==> src/rtl/gray_counter_param.sv <==
// gray_counter_param
//   Parametrised up/down Gray-code counter with synchronous clear, parallel
//   load, and wrap-or-saturate behaviour at the count bounds.
//
//   Parameters
//     WIDTH     counter width in bits (2..16)
//     SATURATE  0 = wrap to the opposite bound, 1 = hold at the bound
//
//   Ports
//     Clk        rising-edge clock
//     Reset_n    asynchronous active-low reset
//     Clr        synchronous clear of count and flags (highest priority)
//     En         count enable (lowest priority)
//     Dir        0 = count up, 1 = count down
//     Load       synchronous parallel load of LoadVal
//     LoadVal    binary value to load
//     Output     registered Gray code of the count
//     Binary     registered binary count
//     Overflow   sticky: an up-count was attempted at MAX
//     Underflow  sticky: a down-count was attempted at 0
//     Term       one-cycle pulse on each bound event
module gray_counter_param #(
  parameter int WIDTH    = 3,
  parameter bit SATURATE = 1'b0
) (
  input  logic             Clk,
  input  logic             Reset_n,
  input  logic             Clr,
  input  logic             En,
  input  logic             Dir,
  input  logic             Load,
  input  logic [WIDTH-1:0] LoadVal,
  output logic [WIDTH-1:0] Output,
  output logic [WIDTH-1:0] Binary,
  output logic             Overflow,
  output logic             Underflow,
  output logic             Term
);

  localparam logic [WIDTH-1:0] MAX  = {WIDTH{1'b1}};
  localparam logic [WIDTH-1:0] ZERO = '0;
  localparam logic [WIDTH-1:0] ONE  = {{(WIDTH-1){1'b0}}, 1'b1};

  logic             at_max, at_zero;
  logic [WIDTH-1:0] bin_inc, bin_dec;
  logic [WIDTH-1:0] bin_nxt, gray_nxt;
  logic             ovf_nxt, unf_nxt, term_nxt;

  assign at_max  = (Binary == MAX);
  assign at_zero = (Binary == ZERO);
  // Modulo WIDTH arithmetic: the wrap values fall out naturally (MAX+1 = 0,
  // 0-1 = MAX), so the wrap case needs no special-cased constant.
  assign bin_inc = Binary + ONE;
  assign bin_dec = Binary - ONE;

  // Next-state selection, priority Clr > Load > En.
  always_comb begin
    bin_nxt  = Binary;
    ovf_nxt  = Overflow;
    unf_nxt  = Underflow;
    term_nxt = 1'b0;
    if (Clr) begin
      bin_nxt = ZERO;
      ovf_nxt = 1'b0;
      unf_nxt = 1'b0;
    end else if (Load) begin
      bin_nxt = LoadVal;
    end else if (En) begin
      if (!Dir) begin
        if (at_max) begin
          ovf_nxt  = 1'b1;
          term_nxt = 1'b1;
          bin_nxt  = SATURATE ? Binary : bin_inc;
        end else begin
          bin_nxt = bin_inc;
        end
      end else begin
        if (at_zero) begin
          unf_nxt  = 1'b1;
          term_nxt = 1'b1;
          bin_nxt  = SATURATE ? Binary : bin_dec;
        end else begin
          bin_nxt = bin_dec;
        end
      end
    end
  end

  // Gray is derived from the next binary value and registered alongside it,
  // so Output is a clean flop output with no decode glitches downstream.
  assign gray_nxt[WIDTH-1] = bin_nxt[WIDTH-1];
  for (genvar i = 0; i < WIDTH-1; i++) begin : g_gray
    assign gray_nxt[i] = bin_nxt[i+1] ^ bin_nxt[i];
  end

  always_ff @(posedge Clk or negedge Reset_n) begin
    if (!Reset_n) begin
      Binary    <= ZERO;
      Output    <= ZERO;
      Overflow  <= 1'b0;
      Underflow <= 1'b0;
      Term      <= 1'b0;
    end else begin
      Binary    <= bin_nxt;
      Output    <= gray_nxt;
      Overflow  <= ovf_nxt;
      Underflow <= unf_nxt;
      Term      <= term_nxt;
    end
  end

endmodule

==> config.mk <==
export PLATFORM = sky130hd
export DESIGN_NAME = gray_counter_param
export DESIGN_NICKNAME = d
export VERILOG_FILES = /design/src/rtl/gray_counter_param.sv
export SDC_FILE = /design/constraint.sdc
export NUM_CORES = 1
export LEC_CHECK = 0
export CAP_MARGIN = 20
export CORE_AREA = 2 2 39 41
export CTS_CLUSTER_SIZE = 10
export DETAILED_ROUTE_END_ITERATION = 6
export DIE_AREA = 0 0 41 43
export SYNTH_ARGS = -nofsm -noshare
export SYNTH_HDL_FRONTEND = slang
export SYNTH_SLANG_ARGS = --single-unit
==> constraint.sdc <==
create_clock -name Clk -period 1.6 [get_ports Clk]
set_input_delay 0.32 -clock Clk [delete_from_list [all_inputs] [get_ports Clk]]
set_output_delay 0.32 -clock Clk [all_outputs]
set_load 0.02 [all_outputs]
==> results of run 1 <==
[power by group]
part	switching (mW)	total, mW	internal, mW	leakage (nW)
registers	0.0115	0.233	0.222	0.103
clock network	0.0644	0.150	0.0855	0.0138
logic	0.0802	0.166	0.0857	0.186
total	0.156	0.549	0.393	0.302
[sequential cells by signal, indices dropped and copies added (netlist names)]
signal	flops
Term	1
Output	2
Underflow	1
Binary	3
Overflow	1
[placed cells by master (no fill, tap or decap), types with 2 or more instances in the layout]
cell	instances
buf_4	6
clkbuf_4	3
clkdlybuf4s50_1	12
dfrtp_1	6
dfrtp_2	2
dlygate4sd2_1	5
mux2i_1	2
nor2_1	4
nor2_2	2
nor2b_1	2
xor2_1	4
[synth_stat cells]
cell and n:
a31oi_1 1, nor2_2 2, mux2i_1 2, nor2_1 4, clkbuf_2 1, fa_1 1, o221ai_1 1, mux2_1 1
nor4b_1 1, nand4b_1 1, nor2b_1 2, dfrtp_1 8, nand2_1 1, nor3b_1 1, a22oi_1 1, a21oi_1 1
xor2_1 4, buf_4 1, a41oi_1 1
[worst max-delay path by stage]
| stage | from | endpoint | slack (ns) | cells after the start |
|---|---|---|---|---|
| floorplan | Binary[0]$_DFF_PN0_ | Output[1]$_DFF_PN0_ | -0.11 | 5 |
| global placement | Dir | Output[1]$_DFF_PN0_ | -0.46 | 6 |
| detailed placement | Dir | Output[1]$_DFF_PN0_ | -0.50 | 6 |
| CTS | Binary[0]$_DFF_PN0_ | Output[1]$_DFF_PN0_ | -0.13 | 5 |
| global route | Binary[0]$_DFF_PN0_ | Output[1]$_DFF_PN0_ | -0.17 | 5 |
| finish | Binary[0]$_DFF_PN0_ | Output[1]$_DFF_PN0_ | -0.10 | 5 |
[cell families (layout without fill, tap and decap cells)]
group | count (synthesis) | after routing | synth area share, %
and+or+nand+nor | 12 | 12 | 17.03
xor gates and xnor gates | 4 | 4 | 8.668
muxes | 3 | 3 | 7.740
AOI/OAI and AO/OA | 5 | 5 | 8.980
buffers and inverters | 2 | 26 | 3.095
adders and majority gates | 1 | 1 | 4.954
DFF | 8 | 8 | 49.54
[per-stage QoR]
step                      total power, mW  cells  area [um^2]
after CTS                          0.5599     75        649.4
final                              0.5488     75        649.4
after global placement             0.4109     72        633.1
after detailed placement           0.4129     72        633.1
after floorplan                    0.3202     35        410.4
after global routing               0.5852     75        649.4
[area by class of cell]
type                       count  share of cell area, %
timing repair buffer          23                  32.18
sequential                     8                  31.21
multi-input combinational     25                  30.06
clock buffer                   3                  3.468
tap                           16                  3.083
[per-layer routing]
layer / routed length, um / vias to the layer above / global-route usage [%]
met1: 378 / 174 / 14.67
met5: 0 / - / 0
li1: - / 174 / -
met2: 460 / 10 / 18.44
met3: 50 / 2 / 3.141
met4: 19 / 0 / 12.00
[repair_timing]
action	CTS	global route
pin swaps	1	0
resized for setup	5	0
hold buffers	0	0
endpoints found under the hold margin	0	0
endpoints found under the setup margin	7	2
[worst max-delay path: stages, from the launching register on]
cell and delay [ns]:
dfrtp_2 0.41, fa_1 0.48, mux2_4 0.27, mux2i_1 0.17
nor2_2 0.08, xor2_1 0.16
==> run metrics, run 1 <==
status=finished with violations; failing checks=setup timing; DRC viols=0; Sequential Area=202.7 um^2; WHS=0.3353 ns; Worst R2R Setup Slack=-0.10 ns; setup tns final=-0.1740 ns; number of max-cap violations=0; final setup skew=0.005227 ns; synthesis-stage register bit count=8; f_max=587.8 MHz; CTS tree=done; Core ar.=1384 um^2; gr ovfl total=0; PwrDens=845.2 nW/um^2; H-tree level count=1; Std-Cell Rows=14; via-per-instance ratio=4.800; vias in the first global route=343; post-route core utilization=46.93%; Sink Count=8; Die Width=41 um; arrival time at the worst endpoint=1.82 ns; Setup Buffers After CTS=0; largest net degree at the start of global routing=9; Die Ht=43 um; setup violators final=2; clock buffer count from CTS=3; Filler cells=142; Place WS=-0.4997 ns; HP Class=in2async; Final Hold Fails=0; Gate Count Post-Synth=35; leakage=0.3025 nW; reg2reg end=Output[1]$_DFF_PN0_; Skew-Pair Late Insertion Delay=0.25 ns; Die ar.=1763 um^2; Setup WS post-layout=-0.1013 ns; FF-to-FF Start=Binary[0]$_DFF_PN0_; I/O pins=18; syn nets=45; Max clock buf depth=2; Post-DRT Antenna Nets=0; final wirelength=909 um; Cell Area, Synth=404.1 um^2; top-area cell type share of the netlist area=49.54%; DRT iter0 DRCs=2; relative slew slack=76.76%; Via Count=360; WP data required=1.72 ns; Reg2Reg Depth=5; Total GRT Usage=12.89%; Tcrit/Tclk final=106.3%; wire per inst=12.12 um; diode count=0; Crit Path Max Fanout=3; P&R area growth vs syn=60.68%; initial antenna violation count=0; leading area contributor after synthesis=dfrtp_1; Worst IR Drop VDD=0.0003874 V; max-slew violation count=0; share of cells above drive strength 1=23.73%; clk slew on worst S/H paths=0.05 ns; root buf cell=clkbuf_4; Area contributors post-synth=dfrtp_1, xor2_1, fa_1; critical path class=reg2reg; Worst Setup Start Kind=flip-flop; Yosys cell types=19; register area share after synthesis=49.54%; syn avg cell area=11.55 um^2; yosys warns=0; footprint of the multi-input gates=195.2 um^2; minimum clock period=1.701 ns; Starting Density=29.20%; routability congestion estimate=0.6873; Layout Nets=71; Buffers on Ports=17; CP Capture Type=flip-flop; first drt pass iteration count=2; RSZ-0062 raised after global routing=true; post-detail-place hpwl=738.5 um; first-pass GRT wire length=1421 um; Worst Tran Pin Value=0.3438 ns
No activity file was read; power rests on OpenSTA's default activity.
==> run 2, diff against run 1 <==
--- a/config.mk
+++ b/config.mk
@@ -6,10 +6,10 @@
 export NUM_CORES = 1
 export LEC_CHECK = 0
 export CAP_MARGIN = 20
-export CORE_AREA = 2 2 39 41
+export CORE_AREA = 4 4 41 43
 export CTS_CLUSTER_SIZE = 10
 export DETAILED_ROUTE_END_ITERATION = 6
-export DIE_AREA = 0 0 41 43
+export DIE_AREA = 0 0 45 47
 export SYNTH_ARGS = -nofsm -noshare
 export SYNTH_HDL_FRONTEND = slang
 export SYNTH_SLANG_ARGS = --single-unit
==> run 2 against run 1 <==
- the run still ends with setup timing left
- clock-buffer cell count unchanged
- non-clock buffer count is 2 higher
- design area up 4.0%
- worst setup slack better by 0.027 ns
- utilization is 5.0 points higher
- sequential share of layout area down 1.2 points
- die area rose by 20%
- worst hold slack improved by 0.0054 ns
- global-route usage down 2.4 points
- clock power decreased by 4%
- via count decreased by 1.1%
- highest routed layer unchanged
==> run metrics, run 2 (synthesis gave the netlist of run 1 again) <==
H-tree level count=1 (unchanged); CP Capture Type=flip-flop; NetSw=154.9 uW (-0.78%); Filler cells=136 (-4.2%); buffers and inverters on the worst path=0 (unchanged); Sink Count=8 (unchanged); Reg power frac=41.6% (-0.8 points); CTS tree=done; via-per-instance ratio=4.684 (-2.4%); post-route core utilization=51.92% (+5.0 points); minimum clock period=1.675 ns (-0.02660 ns); Worst Tran Pin Value=0.3625 ns (+0.01868 ns); first-pass GRT wire length=1504 um (+5.8%); root buf cell=clkbuf_4; max reg flops=3 (unchanged); Reg2Reg Depth=5 (unchanged); Core ar.=1301 um^2 (-6.0%); final wirelength=894 um (-1.7%); Worst Setup Start Kind=flip-flop; largest register by flop count=Binary; Die ar.=2115 um^2 (+20%); top flop regs=Binary (3), Output (2); routability congestion estimate=0.6630 (-3.5%); Final Hold Fails=0 (unchanged); commonest non-fill, non-tap cells in the layout=clkdlybuf4s50_1, buf_4, dfrtp_1; DRC viols=0 (unchanged); leakage=0.3121 nW (+3.2%); first drt pass iteration count=3 (+1); Buffers on Ports=17 (unchanged); Setup Buffers After CTS=0 (unchanged); gr ovfl total=0 (unchanged); WHS=0.3408 ns (+0.005430 ns); RSZ-0062 raised after global routing=true; Clock Power Share=25.8% (-1.5 points); combinational share of power=32.5% (+2.3 points); wire per inst=11.76 um (-2.9%); Tcrit/Tclk final=104.7% (-1.7 points); setup tns final=-0.1293 ns (+0.04471 ns); CTS hold repair buffers=0 (unchanged); fin cells=76 (+1.3%); placed instance count=73 (+1.4%); diode count=0 (unchanged); Die Ht=47 um (+9.3%); Crit Path Max Fanout=3 (unchanged); number of max-cap violations=0 (unchanged); Worst R2R Setup Slack=-0.07 ns (+0.03 ns); PwrDens=825.4 nW/um^2 (-2.3%); Final Instance Area=675.6 um^2 (+4.0%); clk slew on worst S/H paths=0.05 ns (about the same); crit path from=Binary[1]$_DFF_PN0_; initial antenna violation count=0 (unchanged); Sequential Area=202.7 um^2 (unchanged); critical path's largest stage delay=0.48 ns (about the same); I/O pins=18 (unchanged); HP Class=in2async; DRT iter0 DRCs=1 (-1); Worst path slowest cell=fa_1; Max clock buf depth=2 (unchanged); Setup WS post-layout=-0.07467 ns (+0.02660 ns); worst-path cell chain=fa_1 -> mux2_4 -> mux2i_4 -> nor2_2 -> xor2_1; area post-placement=646.9 um^2 (+2.2%); internal cell power=402.8 uW (+2.6%); largest net degree at the start of global routing=9 (unchanged); family with the most delay on the worst path=adder cells; Layout Nets=73 (+2.8%); vias in the first global route=357 (+4.1%); status=finished with violations; Std-Cell Rows=13 (-1); share of cells above drive strength 1=27.87% (+4.1 points); reg2reg end=Output[1]$_DFF_PN0_; Via Count=356 (-1.1%); arrival time at the worst endpoint=1.79 ns (-0.03 ns); post-detail-place hpwl=761.3 um (+3.1%); WP data required=1.72 ns (about the same); f_max=597.1 MHz (+1.6%); P&R area growth vs syn=67.18%; Total GRT Usage=10.48% (-2.4 points); Worst Setup EP=Output[1]$_DFF_PN0_; WP depth=5 (unchanged); footprint of the multi-input gates=207.7 um^2 (+6.4%); commonest non-fill, non-tap cell in the layout=clkdlybuf4s50_1; setup violators final=2 (unchanged); Post-DRT Antenna Nets=0 (unchanged); relative slew slack=75.50% (-1.3 points); clock buffer count from CTS=3 (unchanged); Worst IR Drop VDD=0.0005407 V (+40%); critical path class=reg2reg; max-slew violation count=0 (unchanged); final setup skew=0.0002337 ns (-0.004993 ns); Skew-Pair Late Insertion Delay=0.24 ns (about the same); sw frac=27.77% (-0.67 points); Starting Density=31.06% (+1.9 points); FF-to-FF Start=Binary[1]$_DFF_PN0_; failing checks=setup timing; Die Width=45 um (+9.8%)
-- run 2: worst min-delay path by stage --
stage                                    start                    to  slack [ns]  cells past startpoint
final                                  Reset_n   Binary[2]$_DFF_PN0_        0.34                      1
after global routing                   Reset_n   Binary[2]$_DFF_PN0_        0.36                      1
after CTS                              Reset_n   Binary[2]$_DFF_PN0_        0.34                      1
after detailed placement  Overflow$_DFFE_PN0P_  Overflow$_DFFE_PN0P_        0.51                      2
after global placement    Overflow$_DFFE_PN0P_  Overflow$_DFFE_PN0P_        0.50                      2
after floorplan                        Reset_n   Binary[0]$_DFF_PN0_        0.02                      0
-- run 2: power by group through the flow --
stage / Combinational (mW) / Sequential, mW / Clock, mW
finish: 0.181 / 0.232 / 0.144
global route: 0.196 / 0.235 / 0.165
CTS: 0.179 / 0.232 / 0.156
detailed placement: 0.184 / 0.236 / 0
global placement: 0.181 / 0.236 / 0
floorplan: 0.0580 / 0.262 / 0
-- run 2: cell type report --
type / count / share of cell area [%]
timing repair buffer: 25 / 33.15
multi-input combinational: 25 / 30.74
tap: 15 / 2.778
sequential: 8 / 30.00
clock buffer: 3 / 3.333
-- run 2: repair_timing --
item	CTS	global route
endpoints found under the setup margin	7	2
resized for setup	6	1
pin swaps	2	0
-- run 2: per-layer routing --
layer	GRT usage [%]	vias up	part of all wire, %
li1	-	176	-
met1	11.56	164	41
met2	16.95	13	48
met3	1.533	3	7.6
met4	10.53	0	3.2
met5	0	-	0
-- run 2: through the flow --
step           power (mW)  setup WS [ns]
6_report           0.5577       -0.07467
5_1_grt            0.5963        -0.1276
4_1_cts            0.5671        -0.1274
3_5_place_dp       0.4197        -0.5161
3_3_place_gp       0.4172        -0.4910
2_1_floorplan      0.3202        -0.1054
==> patch 1, RTL diff (settings of run 1) <==
`SATURATE`: 1'b0 -> 1'b1.
--- a/src/rtl/gray_counter_param.sv
+++ b/src/rtl/gray_counter_param.sv
@@ -22,5 +22,5 @@
 module gray_counter_param #(
   parameter int WIDTH    = 3,
-  parameter bit SATURATE = 1'b0
+  parameter bit SATURATE = 1'b1
 ) (
   input  logic             Clk,
Formal check against the unedited RTL: not equivalent (a bounded check fails within 4 cycles, from zero or initial values and one cycle with Reset_n low).
==> patch 1 against run 1 <==
Non-clock buffer count up 1; wire length up 12%; sequential share of layout area down 4.3 points; design area up 16%; sequential cell count unchanged; power up 6.0%; area after synthesis up 17%; clock skew up 1.8 ps; setup slack better by 150 ps.
==> patch 1: results (changes against run 1) <==
[global_route] vias in the first global route 418 [was 343]
[setup_path] cell family contributing the most delay on the critical path buffers and inverters [was adder cells]
[logic_synthesis] fraction of synthesized area in multiplexers 0% [was 7.74%]
[logic_synthesis] Seq/Total Area, Yosys 42.4% [was 49.5%]
[layout] fraction of final layout cells with drive strength greater than 1 23.4% [was 23.7%]
[outcome] outcome finished clean [was finished with violations]
[route] overall routed net length 1.02 mm [was 909 um]
[pwr] Leak 0.359 nW [was 0.302 nW]
[setup_path] slowest cell delay on critical path 600 ps [was 480 ps]
[global_route] global router's overall resource usage 14.9% [was 12.9%]
[place] pre-CTS worst setup slack -272 ps [was -500 ps]
[logic_synthesis] synthesized net count 63 [was 45]
[route] drt pass-1 iters 4 [was 2]
[pwr] share of power burned in registers 40.3% [was 42.4%]
[route] number of vias per cell after detailed routing 4.72 [was 4.80]
[place] placed cell areas 698 um2 [was 633 um2]
[global_route] global-route wire length before repair 1.73 mm [was 1.42 mm]
[global_route] maximum number of pins on one net before global-route repair 10 [was 9]
[pwr] Int Pwr 0.415 mW [was 0.393 mW]
[place] Placer Congestion 0.668 [was 0.687]
[layout] count of filler cells inserted in the layout 137 [was 142]
[place] HPWL after detailed placement 799 um [was 739 um]
[logic_synthesis] post-synthesis compound-gate area fraction 21.2% [was 8.98%]
[pwr] combinational group power 0.191 mW [was 0.166 mW]
[setup_path] endpoint of the worst setup timing path Output[0]$_DFF_PN0_ [was Output[1]$_DFF_PN0_]
[logic_synthesis] post-synthesis share of cell area spent on xor and xnor gates 5.57% [was 8.67%]
[route] Iteration-0 DRC Markers 3 [was 2]
[layout] total number of nets in the final design 90 [was 71]
[setup_path] flop-to-flop setup slack 60 ps [was -100 ps]
[setup_path] arrival time at the worst endpoint 1670 ps [was 1820 ps]
[setup_path] Crit-path slowest cell clkdlybuf4s50_1 [was fa_1]
-- patch 1: how the worst min path moves through the flow --
stage / slack [ps] / endpoint / cells past startpoint
global route: 350 / Output[1]$_DFF_PN0_ / 1
floorplan: 20 / Binary[0]$_DFF_PN0_ / 0
detailed placement: 500 / Overflow$_DFFE_PN0P_ / 2
CTS: 330 / Output[1]$_DFF_PN0_ / 1
finish: 330 / Output[1]$_DFF_PN0_ / 1
global placement: 500 / Overflow$_DFFE_PN0P_ / 2
-- patch 1: per-stage QoR --
stage	util (%)	std cells
global route	54.4	93
global placement	50.5	88
finish	54.4	93
CTS	54.1	93
floorplan	-	51
detailed placement	50.5	88
-- patch 1: worst reg2reg max path, delay by kind of cell (launching register included) --
family / cells / cell delay (ps)
XOR/XNOR: 1 / 160
AND/OR/NAND/NOR: 1 / 100
flip-flops: 1 / 430
AO/OA/AOI/OAI: 3 / 440
buffers and inverters: 1 / 90
adder cells (fa/ha/maj): 1 / 200
-- patch 1: per-layer routing --
metal	part of all wire [%]	GRT usage, %	routed length [um]	up-vias
li1	-	-	-	226
met1	43	19.1	434	200
met2	50	21.3	504	11
met3	5.8	1.57	59	2
met4	1.7	12.0	17	0
met5	0	0	0	-
-- patch 1: repair_timing --
action,CTS,global route
gates resized for setup,6,2
setup endpoints to repair,4,4
setup buffers,1,0
hold endpoints to repair,0,0
pin swaps,3,5
hold buffers,0,0
-- patch 1: final cells by class --
cell class,instances,area [um2],share of cell area (%)
multi-input cells,36,260,34.6
clock buffers,4,26.3,3.49
flip-flops and latches,8,203,26.9
inverters,5,18.8,2.49
well taps,16,20.0,2.66
repair buffers,24,225,29.9
==> patch 2, RTL diff (settings of run 1) <==
Without the edit above. Reset style: synchronous (`Reset_n`), changed in one clocked block. Comments in the files are not updated.
--- a/src/rtl/gray_counter_param.sv
+++ b/src/rtl/gray_counter_param.sv
@@ -94,5 +94,5 @@
   end
 
-  always_ff @(posedge Clk or negedge Reset_n) begin
+  always_ff @(posedge Clk) begin
     if (!Reset_n) begin
       Binary    <= ZERO;
Function: differs if Reset_n is asserted again (counterexample within 4 cycles, from zero or initial values and one cycle with Reset_n low); with Reset_n held inactive, the same outputs for 10 cycles.
==> patch 2 against run 1 <==
The run still ends with setup timing left; sequential cell count stayed put; area after synthesis is 6.8% higher; critical endpoint is now Output[0]$_SDFF_PN0_; wire length is 9.7% higher; power is 7.8% lower; setup slack better by 51 ps; combinational power is 15% lower; design area is 9.6% higher; final cell count is 17% higher; critical path type unchanged; largest cell class is now multi-input gates.
==> patch 2: results (changes against run 1) <==
[outcome] outcome finished with violations [unchanged]
[outcome] violations in the final reports setup timing [unchanged]
[pwr] sw power 0.136 mW [was 0.156 mW]
[logic_synthesis] Distinct cells, synth 22 [was 19]
[global_route] global-route wire length before repair 1.68 mm [was 1.42 mm]
[route] Iteration-0 DRC Markers 3 [was 2]
[sta] post-route setup slack -50.6 ps [was -101 ps]
[layout] Top Registers Output: 3 flops, Binary: 2 flops [was Binary: 3 flops, Output: 2 flops]
[route] detail-routed net length per standard cell 11.3 um [was 12.1 um]
[sta] skew final 3.75 ps [was 5.23 ps]
[setup_path] Critical Path Fanout Max 3 [unchanged]
[logic_synthesis] most used flip-flop cell after synthesis dfxtp_1 [was dfrtp_1]
[global_route] global router's overall resource usage 14.5% [was 12.9%]
[layout] fraction of final layout cells with drive strength greater than 1 29.2% [was 23.7%]
[place] Placer Congestion 0.759 [was 0.687]
[min_path] Min-Delay Path Class reg2reg [was in2async]
[sta] transition time at the pin with the least slew margin 257 ps [was 344 ps]
[global_route] vias in the first global route 397 [was 343]
[logic_synthesis] synthesized net count 56 [was 45]
[logic_synthesis] share of the synthesized area in the top cell type 37.1% [was 49.5%]
[logic_synthesis] list of most frequent post-synthesis cells dfxtp_1, nor2_1, nand2_1 [was dfrtp_1, nor2_1, xor2_1]
[sta] Setup TNS Final -90.1 ps [was -174 ps]
[pwr] worst supply voltage drop on vdd 0.387 mV [about the same]
[place] HPWL after detailed placement 729 um [was 739 um]
[logic_synthesis] Seq/Total Area, Yosys 37.1% [was 49.5%]
[layout] count of filler cells inserted in the layout 135 [was 142]
[logic_synthesis] async set-or-reset flop fraction in the synthesized netlist 0% [was 100%]
[setup_path] arrival time at the worst endpoint 1800 ps [was 1820 ps]
[pwr] Leak 0.303 nW [was 0.302 nW]
[sta] Finish-stage setup viols 2 [unchanged]
[route] drt pass-1 iters 2 [unchanged]
[layout] total number of nets in the final design 84 [was 71]
[logic_synthesis] top post-synthesis cells by area dfxtp_1, nor2_1, xor2_1 [was dfrtp_1, xor2_1, fa_1]
[route] number of vias per cell after detailed routing 4.72 [was 4.80]
## patch 2: stage by stage
| step | setup slack (ps) | instances | hold slack [ps] | cell area, um2 | power, mW |
|---|---|---|---|---|---|
| 6_report | -50.6 | 88 | 482 | 712 | 0.506 |
| 3_3_place_gp | -549 | 84 | 465 | 663 | 0.350 |
| 4_1_cts | -72.2 | 88 | 486 | 708 | 0.511 |
| 2_1_floorplan | -9.05 | 46 | 442 | 439 | 0.286 |
| 5_1_grt | -123 | 88 | 503 | 712 | 0.545 |
| 3_5_place_dp | -557 | 84 | 474 | 663 | 0.350 |
## patch 2: cells by family after synthesis
kind of cell	synth area share, %
AND/OR/NAND/NOR	21.7
AO/OA/AOI/OAI	16.5
flip-flops	37.1
buffers and inverters	6.96
XOR/XNOR	8.12
multiplexers	4.93
adder cells (fa/ha/maj)	4.64
## patch 2: path summary, 6_finish.rpt
kind | from | slack [ps] | endpoint | depth (start not counted)
worst max register to register | Binary[1]$_SDFF_PN0_ | -50 | Output[0]$_SDFF_PN0_ | 6
worst min register to register | Overflow$_SDFFE_PP0P_ | 480 | Overflow$_SDFFE_PP0P_ | 1
worst min-delay path | Overflow$_SDFFE_PP0P_ | 480 | Overflow$_SDFFE_PP0P_ | 1
worst max-delay path | Binary[1]$_SDFF_PN0_ | -50 | Output[0]$_SDFF_PN0_ | 6
## patch 2: critical path, stage by stage, from the launching register on
cell and delay [ps]:
dfxtp_4 340, fa_2 530, mux2i_2 80, a211oi_2 250, buf_4 160, xnor2_1 50
and2_1 140
## patch 2: power by group through the flow
stage	Combinational, mW	Clock (mW)	Sequential, mW
2_1_floorplan	0.0532	0	0.232
3_3_place_gp	0.131	0	0.219
3_5_place_dp	0.130	0	0.219
4_1_cts	0.136	0.160	0.215
5_1_grt	0.155	0.174	0.216
6_report	0.141	0.150	0.215
## patch 2: what timing repair did
action | CTS | global route
pin swaps | 5 | 4
gates resized for setup | 10 | 1
buffers inserted | 1 | 0
gates cloned | 0 | 0
endpoints found under the setup margin | 8 | 2
hold buffers | 0 | 0
## patch 2: cell type report
| cell class | count | share of cell area, % |
|---|---|---|
| Clock buffer | 3 | 3.16 |
| Inverter | 3 | 1.58 |
| Multi-Input combinational cell | 33 | 37.3 |
| Sequential cell | 8 | 23.6 |
| Tap cell | 16 | 2.81 |
| Timing Repair Buffer | 25 | 31.6 |
## patch 2: layer usage
layer,share of wire [%],global-route usage [%]
met1,43,16.3
met2,52,22.8
met3,5.3,7.85
met4,0,4.00
met5,0,0
